### src/rtl/pipe_adder_pkg.sv
// Shared ALU encodings: result-policy modes used by the pipelined adder.
package alu_pkg;

  typedef enum logic [1:0] {
    MODE_WRAP = 2'b00,
    MODE_ZERO = 2'b01,
    MODE_SAT  = 2'b10,
    MODE_RSVD = 2'b11
  } mode_e;

endpackage

### src/rtl/pipe_adder_if.sv
// Valid/ready operand and result bus of the pipelined adder.
interface pipe_adder_if
  import alu_pkg::*;
#(
  parameter int WIDTH = 8
);
  logic             in_valid;
  logic             in_ready;
  logic [WIDTH-1:0] inp1;
  logic [WIDTH-1:0] inp2;
  logic             Cin;
  logic             sub;
  logic [1:0]       mode;
  logic             out_valid;
  logic             out_ready;
  logic [WIDTH-1:0] sum;
  logic             Cout;
  logic             overflow;

  modport master (
    output in_valid, inp1, inp2, Cin, sub, mode, out_ready,
    input  in_ready, out_valid, sum, Cout, overflow
  );

  modport slave (
    input  in_valid, inp1, inp2, Cin, sub, mode, out_ready,
    output in_ready, out_valid, sum, Cout, overflow
  );
endinterface

### src/rtl/pipe_adder_chunk.sv
// One pipeline slice: W-bit ripple-carry adder exposing the carry into its MSB.
module adder_chunk
  import alu_pkg::*;
#(
  parameter int W = 4
) (
  input  logic [W-1:0] a_i,
  input  logic [W-1:0] b_i,
  input  logic         c_i,
  output logic [W-1:0] s_o,
  output logic         c_o,
  output logic         cMsb_o
);
  logic [W:0] carry;

  always_comb begin
    carry    = '0;
    s_o      = '0;
    carry[0] = c_i;
    for (int i = 0; i < W; i++) begin
      s_o[i]       = a_i[i] ^ b_i[i] ^ carry[i];
      carry[i+1]   = (a_i[i] & b_i[i]) | (carry[i] & (a_i[i] ^ b_i[i]));
    end
  end

  assign c_o    = carry[W];
  assign cMsb_o = carry[W-1];
endmodule

### src/rtl/pipe_adder.sv
// Pipelined add/subtract unit: STAGE_W bits per stage, valid/ready flow control,
// wrap / zero-on-overflow / saturate result policies.
module pipe_adder
  import alu_pkg::*;
#(
  parameter int WIDTH   = 8,
  parameter int STAGE_W = 4
) (
  input  logic         clk,
  input  logic         rst_n,
  pipe_adder_if.slave  bus
);
  localparam int NSTAGE = WIDTH / STAGE_W;
  localparam int MSB    = WIDTH - 1;
  localparam logic [WIDTH-1:0] SIGNED_MAX = {1'b0, {(WIDTH-1){1'b1}}};
  localparam logic [WIDTH-1:0] SIGNED_MIN = {1'b1, {(WIDTH-1){1'b0}}};

  // Each slot carries the whole transaction so the untouched operand slices
  // and the sampled mode travel with their partial result.
  typedef struct packed {
    logic             valid;
    logic             carry;
    logic             xovf;
    mode_e            mode;
    logic [WIDTH-1:0] a;
    logic [WIDTH-1:0] b;
    logic [WIDTH-1:0] raw;
  } slot_t;

  slot_t              slot_q [NSTAGE];
  slot_t              slot_d [NSTAGE];
  slot_t              src    [NSTAGE];
  logic [STAGE_W-1:0] chA    [NSTAGE];
  logic [STAGE_W-1:0] chB    [NSTAGE];
  logic [STAGE_W-1:0] chS    [NSTAGE];
  logic               chCi   [NSTAGE];
  logic               chCo   [NSTAGE];
  logic               chMsb  [NSTAGE];
  logic               adv;
  slot_t              last;
  logic               ovf;

  assign last         = slot_q[NSTAGE-1];
  assign adv          = !last.valid || bus.out_ready;
  assign bus.in_ready = adv;

  always_comb begin
    src[0]       = '0;
    src[0].valid = bus.in_valid;
    src[0].carry = bus.sub ? 1'b1 : bus.Cin;
    src[0].mode  = mode_e'(bus.mode);
    src[0].a     = bus.inp1;
    src[0].b     = bus.sub ? ~bus.inp2 : bus.inp2;
    for (int k = 1; k < NSTAGE; k++) src[k] = slot_q[k-1];
    for (int k = 0; k < NSTAGE; k++) begin
      chA[k]  = src[k].a[k*STAGE_W +: STAGE_W];
      chB[k]  = src[k].b[k*STAGE_W +: STAGE_W];
      chCi[k] = src[k].carry;
    end
  end

  for (genvar k = 0; k < NSTAGE; k++) begin : g_stage
    adder_chunk #(.W(STAGE_W)) u_chunk (
      .a_i    (chA[k]),
      .b_i    (chB[k]),
      .c_i    (chCi[k]),
      .s_o    (chS[k]),
      .c_o    (chCo[k]),
      .cMsb_o (chMsb[k])
    );
  end

  always_comb begin
    for (int k = 0; k < NSTAGE; k++) begin
      slot_d[k]                           = src[k];
      slot_d[k].raw[k*STAGE_W +: STAGE_W] = chS[k];
      slot_d[k].carry                     = chCo[k];
      slot_d[k].xovf                      = chMsb[k] ^ chCo[k];
    end
  end

  // The whole pipe moves in lockstep, so a stalled output freezes every stage.
  always_ff @(posedge clk or negedge rst_n) begin
    if (!rst_n) begin
      for (int k = 0; k < NSTAGE; k++) slot_q[k] <= '0;
    end else if (adv) begin
      for (int k = 0; k < NSTAGE; k++) slot_q[k] <= slot_d[k];
    end
  end

  assign ovf = (last.a[MSB] == last.b[MSB]) && (last.raw[MSB] != last.a[MSB]);

  always_comb begin
    bus.sum = last.raw;
    case (last.mode)
      MODE_ZERO: if (ovf) bus.sum = '0;
      MODE_SAT:  if (ovf) bus.sum = last.a[MSB] ? SIGNED_MIN : SIGNED_MAX;
      default:   ;
    endcase
  end

  // Sign-based overflow must agree with the MSB carry-in/carry-out difference.
  always_comb begin
    if (last.valid) assert (ovf == last.xovf);
  end

  assign bus.out_valid = last.valid;
  assign bus.Cout      = last.carry;
  assign bus.overflow  = ovf;
endmodule

### src/flat_wrapper.sv
// flat-port wrapper written by rule: the top's interface ports become plain ports
module pipe_adder_flat import alu_pkg::*;
#(
  parameter int WIDTH   = 8,
  parameter int STAGE_W = 4
)
  (clk, rst_n, bus_in_valid, bus_inp1, bus_inp2, bus_Cin, bus_sub, bus_mode, bus_out_ready, bus_in_ready, bus_out_valid, bus_sum, bus_Cout, bus_overflow);
  pipe_adder_if #(.WIDTH(WIDTH)) bus_i ();
  input  logic clk;
  input  logic rst_n;
  input wire logic [$bits(bus_i.in_valid)-1:0] bus_in_valid;
  input wire logic [$bits(bus_i.inp1)-1:0] bus_inp1;
  input wire logic [$bits(bus_i.inp2)-1:0] bus_inp2;
  input wire logic [$bits(bus_i.Cin)-1:0] bus_Cin;
  input wire logic [$bits(bus_i.sub)-1:0] bus_sub;
  input wire logic [$bits(bus_i.mode)-1:0] bus_mode;
  input wire logic [$bits(bus_i.out_ready)-1:0] bus_out_ready;
  output wire logic [$bits(bus_i.in_ready)-1:0] bus_in_ready;
  output wire logic [$bits(bus_i.out_valid)-1:0] bus_out_valid;
  output wire logic [$bits(bus_i.sum)-1:0] bus_sum;
  output wire logic [$bits(bus_i.Cout)-1:0] bus_Cout;
  output wire logic [$bits(bus_i.overflow)-1:0] bus_overflow;
  assign bus_i.in_valid = bus_in_valid;
  assign bus_i.inp1 = bus_inp1;
  assign bus_i.inp2 = bus_inp2;
  assign bus_i.Cin = bus_Cin;
  assign bus_i.sub = bus_sub;
  assign bus_i.mode = bus_mode;
  assign bus_i.out_ready = bus_out_ready;
  assign bus_in_ready = bus_i.in_ready;
  assign bus_out_valid = bus_i.out_valid;
  assign bus_sum = bus_i.sum;
  assign bus_Cout = bus_i.Cout;
  assign bus_overflow = bus_i.overflow;
  pipe_adder #(.WIDTH(WIDTH), .STAGE_W(STAGE_W)) u_core (.clk(clk), .rst_n(rst_n), .bus(bus_i));
endmodule
### config.mk
export PLATFORM = sky130hd
export DESIGN_NAME = pipe_adder_flat
export DESIGN_NICKNAME = d
export VERILOG_FILES = /design/src/rtl/pipe_adder_pkg.sv /design/src/rtl/pipe_adder_if.sv /design/src/rtl/pipe_adder_chunk.sv /design/src/rtl/pipe_adder.sv /design/src/flat_wrapper.sv
export SDC_FILE = /design/constraint.sdc
export NUM_CORES = 1
export LEC_CHECK = 0
export CAP_MARGIN = 20
export CORE_AREA = 2 2 66 68
export DETAILED_ROUTE_END_ITERATION = 8
export DIE_AREA = 0 0 68 70
export GPL_ROUTABILITY_DRIVEN = 1
export HOLD_SLACK_MARGIN = 0.03
export PLACE_DENSITY = 0.67
export SYNTH_ARGS = -nofsm -noshare
export SYNTH_HDL_FRONTEND = slang
export SYNTH_HIERARCHICAL = 1
export SYNTH_SLANG_ARGS = --single-unit
### constraint.sdc
create_clock -name clk -period 2.2 [get_ports clk]
set_clock_uncertainty 0.2 [all_clocks]
set_input_delay 0.44 -clock clk [delete_from_list [all_inputs] [get_ports clk]]
set_output_delay 0.44 -clock clk [all_outputs]
set_load 0.005 [all_outputs]
==> impl_metrics.yaml, run 1 <==
placed_design:
  dpl_cell_area_mm2: 0.00205
  hpwlAfterDp_um: 2070
  port_buffers: 35
  gp_congestion: 0.760
logic_synthesis:
  ys_seq_area_share_pct: 47.9
  avgSynthCellArea_um2: 12.2
  synth_area_leaders: "dfrtp_1 (48%), mux2_2 (17%), fa_1 (10%)"
  synth_top_area_share_pct: 47.9
  ys_async_sr_fraction_pct: 100
  ys_warn_count: 6
  yosys-top-cells-count: "dfrtp_1 (30), mux2_2 (23), inv_1 (19)"
  synth_ff_type: "dfrtp_1"
  synth_nets: 163
  synth_edf_count: 0
  synth.largest_area_cell: "dfrtp_1"
  netlist-cell-type-count: 22
  synth.most_common_cell: "dfrtp_1"
  ys_ff_latch: 30
  syn_area_mm2: 0.00157
  syn-instance-count: 129
global_routing:
  overflow: 0
  grt_pass1_wl_um: 5290
  first_global_vias: 1164
  antenna_found_initial: 0
  grt_max_degree: 37
  track_usage_pct: 15.0
floorplanning:
  die_y_um: 70
  die_w_um: 68
  rows: 24
  start_util_pct: 37.8
  die_area_mm2: 0.00476
  num_io_pins: 36
  core_area_mm2: 0.00414
sta:
  max_freq_mhz: 385
  slew_viol_final: 0
  slew_headroom_pct: 72.2
  fin_ws_ns: -0.401
  final.min_clock_period_ns: 2.60
  finalHoldViolations: 0
  report.final.setup_viol: 10
  worst_slew_pin_slew_ns: 0.417
  period_share_pct: 118
  rsz0062_at_grt: "true"
  timing.hold.ws_ns: 0.270
power:
  p_per_area_mw_per_mm2: 930
  p_leak_nw: 1.03
  total_power_mw: 2.09
  ir_worst_vdd_mv: 0.348
cells_and_area:
  antenna_cells: 0
  area_delta_synth_final_pct: 43.7
  multi_input_area_um2: 815
  nFillCells: 366
  fin_nets: 218
  regArea_um2: 751
  fin_area_mm2: 0.00225
  drive_above_1_share_pct: 45.4
clock_tree:
  clockBufferDepth: 2
  clkTransAtPathRegs_ns: 0.06
  cts_made_buffers: 5
  htree_levels: 2
  clkSinkCount: 30
  insertion_delay_ns: 0.28
  tritoncts: "built"
  holdBufCountCts: 0
  cts-root-buf: "clkbuf_8"
critical_path:
  endpoint_kind: "output port"
  cp_slowest_cell: "or4b_4"
  path_max_fanout: 5
  crit_type: "reg2out"
  required_ns: 1.56
  crit_chain: "ha_4, or4b_4, a31o_4, buf_6, o21a_1, buf_2"
  critPathArrivalTime_ns: 1.96
  slowest_delay_ns: 0.50
  critPathLaunchType: "register"
route:
  wl_per_cell_um: 12.6
  antenna_left: 0
  first_iter_violations: 28
  wl_um: 2980
  drc_errors: 0
  dr_total_vias: 1079
  vias_per_cell: 4.55
  drt_pass1_iterations: 4
status:
  status: "finished, violations left"
  failed_checks: "setup timing"
hold_path:
  hold_path_class: "reg2reg"
run:
  cap_violations: 0
==> layout make-up <==
type                       instances  area share [%]
sequential                        30            33.3
clock buffer                       7            3.83
multi-input combinational         75            36.1
tap                               52            2.89
inverter                          19            3.16
timing repair buffer              53            20.4
clock inverter                     1           0.222
==> where the power goes <==
group	total (mW)	leakage, nW	internal (mW)	switching [mW]
clock	0.448	0.0482	0.252	0.196
sequential	0.796	0.347	0.699	0.0968
combinational	0.851	0.630	0.530	0.321
total	2.09	1.03	1.48	0.614
==> placed cells by master (no fill, tap or decap), types with 2 or more instances in the layout <==
master,count
buf_2,7
nand2_1,3
inv_2,6
nand2b_1,2
fa_2,8
clkdlybuf4s50_1,21
mux2_2,19
dlygate4sd2_1,2
inv_1,13
nor2_1,5
o21a_1,9
dfrtp_1,30
xnor2_1,4
buf_4,15
clkbuf_2,2
clkbuf_8,6
buf_8,2
xor2_1,3
mux2_4,4
a21oi_1,5
o21ai_0,2
buf_6,4
==> critical path, delay by kind of cell, from the launching register on <==
kind	cells	cell delay (ns)
fa+ha+maj	1	0.17
simple gates	1	0.50
buf+inv	2	0.24
flops	1	0.41
compound gates	2	0.35
==> per-layer routing <==
| layer | global-route usage, % | vias up | part of all wire (%) |
|---|---|---|---|
| li1 | - | 524 | - |
| met1 | 19.2 | 522 | 42 |
| met2 | 22.8 | 24 | 51 |
| met3 | 2.90 | 9 | 4.1 |
| met4 | 9.78 | 0 | 3.1 |
| met5 | 0 | - | 0 |
==> path summary, 6_finish.rpt <==
path	start	to	slack [ns]	cells past startpoint
setup / recovery	u_core/last[25]$_DFFE_PN0P_	bus_sum[3]	-0.40	6
hold / removal	u_core/slot_d[28]$_DFFE_PN0P_	u_core/bus.out_valid$_DFFE_PN0P_	0.27	1
setup reg to reg	u_core/chCi[0]$_DFFE_PN0P_	u_core/last[7]$_DFFE_PN0P_	-0.17	7
hold reg to reg	u_core/slot_d[28]$_DFFE_PN0P_	u_core/bus.out_valid$_DFFE_PN0P_	0.27	1
max in group asynchronous	rst_n	u_core/chB[2]$_DFFE_PN0P_	1.17	2
min in group asynchronous	rst_n	u_core/slot_d[24]$_DFFE_PN0P_	0.34	2
==> per-stage QoR <==
step | instances | setup TNS, ns | util, % | setup WS [ns]
2_1_floorplan | 129 | -1.06 | - | -0.439
3_3_place_gp | 220 | -5.23 | 49.5 | -0.917
3_5_place_dp | 220 | -5.88 | 49.5 | -1.03
4_1_cts | 235 | -3.03 | 53.6 | -0.408
5_1_grt | 237 | -3.51 | 54.4 | -0.453
6_report | 237 | -2.94 | 54.4 | -0.401
==> registers in the layout (all words and copies together) (netlist names) <==
| name | cells |
|---|---|
| u_core/bus.Cout | 1 |
| u_core/bus.out_valid | 1 |
| u_core/chA | 4 |
| u_core/chB | 4 |
| u_core/chCi | 1 |
| u_core/last | 12 |
| u_core/slot_d | 7 |
==> cell families after synthesis <==
group	count (synthesis)	synth area share, %
flip-flops	30	47.9
buffers and inverters	24	6.07
multiplexers	23	16.5
AO/OA/AOI/OAI	19	8.06
AND/OR/NAND/NOR	15	5.19
adder cells (fa/ha/maj)	10	11.8
XOR/XNOR	8	4.47
==> repair_timing <==
| action | 4_1_cts | 5_1_grt |
|---|---|---|
| cloned | 0 | 0 |
| resized for setup | 66 | 9 |
| pin swaps | 10 | 5 |
| setup buffers | 7 | 2 |
| setup endpoints to repair | 15 | 14 |
No activity file was read; power rests on OpenSTA's default activity.
==> run 2: changes to the inputs <==
--- a/config.mk
+++ b/config.mk
@@ -11,7 +11,7 @@
 export DIE_AREA = 0 0 68 70
 export GPL_ROUTABILITY_DRIVEN = 1
 export HOLD_SLACK_MARGIN = 0.03
-export PLACE_DENSITY = 0.67
+export PLACE_DENSITY = 0.65
 export SYNTH_ARGS = -nofsm -noshare
 export SYNTH_HDL_FRONTEND = slang
 export SYNTH_HIERARCHICAL = 1
==> constraint.sdc (replaced) <==
create_clock -name clk -period 2.7 [get_ports clk]
set_clock_uncertainty 0.2 [all_clocks]
set_input_delay 0.54 -clock clk [delete_from_list [all_inputs] [get_ports clk]]
set_output_delay 0.54 -clock clk [all_outputs]
set_load 0.005 [all_outputs]
==> run 2 against run 1 <==
The run now ends clean; critical path depth did not move; non-clock buffer count fell by 9; flip-flop and latch count did not move; sequential power shrank 18%; die area stayed put; total power is 22% lower; combinational power shrank 26%; worst setup slack gained 0.41 ns; clock power fell by 19%; clock-buffer cell count stayed put; highest routed layer unchanged; largest cell class unchanged; first-iteration DRC count decreased by 11%.
==> impl_metrics.yaml, run 2 (synthesis gave the netlist of run 1 again) <==
sta:
  final.min_clock_period_ns: 2.69
  fin_ws_ns: 0.0111
  rsz0062_at_grt: "true"
  slew_headroom_pct: 72.9
  slew_viol_final: 0
  max_freq_mhz: 372
  worst_slew_pin_slew_ns: 0.407
  report.final.setup_viol: 0
  finalHoldViolations: 0
  period_share_pct: 99.6
  timing.hold.ws_ns: 0.264
route:
  drt_pass1_iterations: 4
  m1WireLength_um: 1290
  first_iter_violations: 25
  drc_errors: 0
  dr_total_vias: 1045
  wl_per_cell_um: 12.8
  topRoutingLayerUsed: "met4"
  vias_per_cell: 4.58
  wl_met2_um: 1460
  antenna_left: 0
  wl_um: 2920
  wl_met3_um: 119
clock_tree:
  clockBufferDepth: 2
  cts-root-buf: "clkbuf_8"
  htree_levels: 2
  cts_made_buffers: 5
  insertion_delay_ns: 0.27
  tritoncts: "built"
  clkTransAtPathRegs_ns: 0.06
  clkSinkCount: 30
critical_path:
  crit_family: "simple AND/OR/NAND/NOR gates"
  required_ns: 1.96
  reg2reg_depth: 7
  crit_chain: "ha_4, or4b_4, a31o_4, buf_6, o21a_1, buf_2"
  critPathArrivalTime_ns: 1.95
  path_max_fanout: 5
  path_buf_inv: 2
  critPathLaunchType: "register"
  slowest_delay_ns: 0.48
  crit_type: "reg2out"
  r2r_start: "u_core/chA[0]$_DFFE_PN0P_"
  worstReg2RegEnd: "u_core/last[7]$_DFFE_PN0P_"
  endpoint_kind: "output port"
  cp_slowest_cell: "or4b_4"
  r2r_slack_ns: 0.28
global_routing:
  antenna_found_initial: 0
  overflow: 0
  grt_max_degree: 37
  grt_pass1_wl_um: 5040
  track_usage_pct: 14.0
  first_global_vias: 1150
placed_design:
  dp_cells: 215
  port_buffers: 35
  gp_congestion: 0.718
  post-place-ws_ns: -0.605
  hpwlAfterDp_um: 2120
cells_and_area:
  final_cells: 228
  final_cell_mix: "dfrtp_1 (30), clkdlybuf4s50_1 (23), mux2_2 (22)"
  antenna_cells: 0
  regArea_um2: 751
  multi_input_area_um2: 779
  final_common_cell: "dfrtp_1"
  nFillCells: 369
  largest_reg_flops: 12
  drive_above_1_share_pct: 35.2
  fin_nets: 209
  area_delta_synth_final_pct: 36.5
floorplanning:
  start_util_pct: 37.8
  die_w_um: 68
  num_io_pins: 36
  die_area_mm2: 0.00476
  die_y_um: 70
  rows: 24
  core_area_mm2: 0.00414
hold_path:
  whs_path_depth: 1
  hold_path_class: "reg2reg"
  holdPathEnd: "u_core/bus.out_valid$_DFFE_PN0P_"
  holdCritStartpoint: "u_core/slot_d[28]$_DFFE_PN0P_"
power:
  p_leak_nw: 0.963
  ir_worst_vdd_mv: 0.332
  p_per_area_mw_per_mm2: 768
  total_power_mw: 1.64
run:
  cap_violations: 0
status:
  status: "completed"
[run 2: worst max path at each step]
stage	start	slack, ns	cells past startpoint	end
2_1_floorplan	bus_sub	-0.04	9	u_core/slot_d[3]$_DFFE_PN0P_
3_3_place_gp	bus_sub	-0.54	9	u_core/slot_d[3]$_DFFE_PN0P_
3_5_place_dp	bus_sub	-0.60	9	u_core/slot_d[3]$_DFFE_PN0P_
4_1_cts	u_core/last[25]$_DFFE_PN0P_	-0.04	6	bus_sum[4]
5_1_grt	u_core/last[25]$_DFFE_PN0P_	-0.06	6	bus_sum[4]
6_report	u_core/last[25]$_DFFE_PN0P_	0.01	6	bus_sum[4]
[run 2: cell type report]
| cell class | instances | share of cell area [%] |
|---|---|---|
| Multi-Input combinational cell | 75 | 36.4 |
| Sequential cell | 30 | 35.1 |
| Timing Repair Buffer | 44 | 17.8 |
| Clock buffer | 7 | 4.04 |
| Inverter | 19 | 3.33 |
| Tap cell | 52 | 3.04 |
| Clock inverter | 1 | 0.234 |
[run 2: power by group]
part	switching, mW	internal [mW]	total, mW
logic	0.245	0.383	0.628
clock network	0.159	0.205	0.364
registers	0.0814	0.569	0.651
[run 2: routing by layer]
layer,global-route usage [%],up-vias
met5,0,-
met4,6.00,0
met3,2.58,4
met2,22.4,21
met1,18.4,511
li1,-,509
[run 2: repair_timing]
| action | in CTS | in global routing |
|---|---|---|
| pin swaps | 10 | 8 |
| hold buffers | 0 | 0 |
| setup buffers | 4 | 1 |
| gates resized for setup | 39 | 8 |
| setup endpoints to repair | 10 | 9 |
[run 2: worst register-to-register path, cell delays in order, from the launching register on]
cell and delay [ns]:
dfrtp_1 0.38, fa_1 0.18, inv_1 0.05, fa_1 0.37, fa_1 0.38, inv_1 0.08, fa_1 0.40, mux2_2 0.27
[run 2: metrics by stage]
stage / cell area, µm² / utilization, % / TNS (ns)
floorplan: 1600 / - / -0.0390
global placement: 2000 / 48.4 / -1.24
detailed placement: 2000 / 48.4 / -1.41
CTS: 2130 / 51.3 / -0.130
global route: 2140 / 51.6 / -0.220
finish: 2140 / 51.6 / 0
==> run 3: changes to the inputs <==
--- a/config.mk
+++ b/config.mk
@@ -6,12 +6,12 @@
 export NUM_CORES = 1
 export LEC_CHECK = 0
 export CAP_MARGIN = 20
-export CORE_AREA = 2 2 66 68
+export CORE_AREA = 2 2 60 62
 export DETAILED_ROUTE_END_ITERATION = 8
-export DIE_AREA = 0 0 68 70
+export DIE_AREA = 0 0 62 64
 export GPL_ROUTABILITY_DRIVEN = 1
 export HOLD_SLACK_MARGIN = 0.03
-export PLACE_DENSITY = 0.65
+export PLACE_DENSITY = 0.76
 export SYNTH_ARGS = -nofsm -noshare
 export SYNTH_HDL_FRONTEND = slang
 export SYNTH_HIERARCHICAL = 1
==> run 3 against run 2 <==
The run now ends with setup timing left; wire length is 0.99% higher; sequential power is 0.6% lower; via count is 0.38% lower; first-iteration DRC count grew to 2.6 times the previous value; critical path type unchanged; critical endpoint unchanged; worst setup slack worse by 0.065 ns; maximum frequency is 2.4% lower.
==> impl_metrics.yaml, run 3 (synthesis gave the netlist of run 1 again) <==
power:
  total_power_mw: 1.60
  p_per_area_mw_per_mm2: 761
  ir_worst_vdd_mv: 0.306
  p_leak_nw: 0.965
global_routing:
  overflow: 0
  grt_pass1_wl_um: 5040
  antenna_found_initial: 0
  track_usage_pct: 18.0
  grt_max_degree: 37
  first_global_vias: 1131
sta:
  max_freq_mhz: 363
  worst_slew_pin_slew_ns: 0.417
  rsz0062_at_grt: "true"
  slew_viol_final: 0
  setup_tns_ns: -0.291
  slew_headroom_pct: 72.2
  fin_ws_ns: -0.0538
  final.min_clock_period_ns: 2.75
  finalHoldViolations: 0
  period_share_pct: 102
  report.final.setup_viol: 6
hold_path:
  whs_path_depth: 1
  hold_path_class: "reg2reg"
cells_and_area:
  final_common_cell: "dfrtp_1"
  fin_nets: 208
  drive_above_1_share_pct: 34.3
  final_cell_mix: "dfrtp_1 (30), clkdlybuf4s50_1 (24), mux2_2 (22)"
  fin_area_mm2: 0.00210
  largest_reg_flops: 12
  area_delta_synth_final_pct: 33.8
  antenna_cells: 0
floorplanning:
  rows: 21
  core_area_mm2: 0.00328
  start_util_pct: 47.7
  die_area_mm2: 0.00397
  die_w_um: 62
  die_y_um: 64
  num_io_pins: 36
placed_design:
  port_buffers: 35
  dpl_cell_area_mm2: 0.00199
  hpwlAfterDp_um: 2150
  gp_congestion: 0.771
clock_tree:
  cts_made_buffers: 5
  cts-root-buf: "clkbuf_4"
  insertion_delay_ns: 0.33
  clkTransAtPathRegs_ns: 0.09
  htree_levels: 2
  clkSinkCount: 30
  clockBufferDepth: 2
  tritoncts: "built"
critical_path:
  critPathLaunchType: "register"
  required_ns: 1.96
  r2r_slack_ns: 0.25
  crit_type: "reg2out"
  reg2reg_depth: 7
  critPathArrivalTime_ns: 2.01
  endpoint_kind: "output port"
  crit_cells: 6
  path_max_fanout: 4
  slowest_delay_ns: 0.48
  cp_slowest_cell: "or4b_4"
  crit_family: "simple AND/OR/NAND/NOR gates"
  path_buf_inv: 2
  crit_chain: "ha_2, or4b_4, a31o_4, buf_6, o21a_1, buf_2"
route:
  drt_pass1_iterations: 4
  wl_per_cell_um: 13.3
  vias_per_cell: 4.71
  drc_errors: 0
  dr_total_vias: 1041
  wl_um: 2950
  antenna_left: 0
  first_iter_violations: 66
run:
  cap_violations: 0
status:
  status: "finished, violations left"
  failed_checks: "setup timing"
-- run 3: per-layer routing --
layer / wire length, µm / GRT usage (%)
met1: 1180 / 19.8
met2: 1600 / 29.6
met3: 111 / 6.48
met4: 61 / 8.78
met5: 0 / 0
-- run 3: worst paths after layout --
kind / start / to
worst max register to register: u_core/chA[0]$_DFFE_PN0P_ / u_core/last[7]$_DFFE_PN0P_
worst min register to register: u_core/slot_d[28]$_DFFE_PN0P_ / u_core/bus.out_valid$_DFFE_PN0P_
max in group asynchronous: rst_n / u_core/last[5]$_DFFE_PN0P_
worst max-delay path: u_core/last[25]$_DFFE_PN0P_ / bus_sum[4]
min in group asynchronous: rst_n / u_core/slot_d[25]$_DFFE_PN0P_
worst min-delay path: u_core/slot_d[28]$_DFFE_PN0P_ / u_core/bus.out_valid$_DFFE_PN0P_
-- run 3: final cells by class --
type / count / area (µm²)
inverter: 19 / 71.3
multi-input combinational: 75 / 758
clock buffer: 8 / 78.8
tap: 46 / 57.6
fill: 262 / 1190
timing repair buffer: 43 / 382
sequential: 30 / 751
-- run 3: repair_timing --
action,CTS,global route
pin swaps,8,2
cloned,0,0
setup buffers,5,0
setup endpoints to repair,10,9
hold buffers,0,0
gates resized for setup,40,3
-- run 3: worst register-to-register path, cell delays in order (launching register included) --
cell     delay [ns]
dfrtp_1        0.39
fa_1           0.18
inv_1          0.05
fa_1           0.38
fa_1           0.38
inv_1          0.08
fa_1           0.41
mux2_2         0.28
-- run 3: report_power, final --
| part | leakage (nW) | switching [mW] | internal, mW |
|---|---|---|---|
| registers | 0.347 | 0.0790 | 0.568 |
| logic | 0.574 | 0.247 | 0.373 |
| clock network | 0.0446 | 0.152 | 0.178 |
-- run 3: per-stage QoR --
stage	util, %	hold WS (ns)	setup WS (ns)	cells
detailed placement	60.6	0.262	-0.589	208
floorplan	-	0.0444	-0.0390	129
finish	63.9	0.280	-0.0538	221
global route	63.9	0.304	-0.145	221
global placement	60.6	0.242	-0.517	208
CTS	64.0	0.285	-0.0887	221
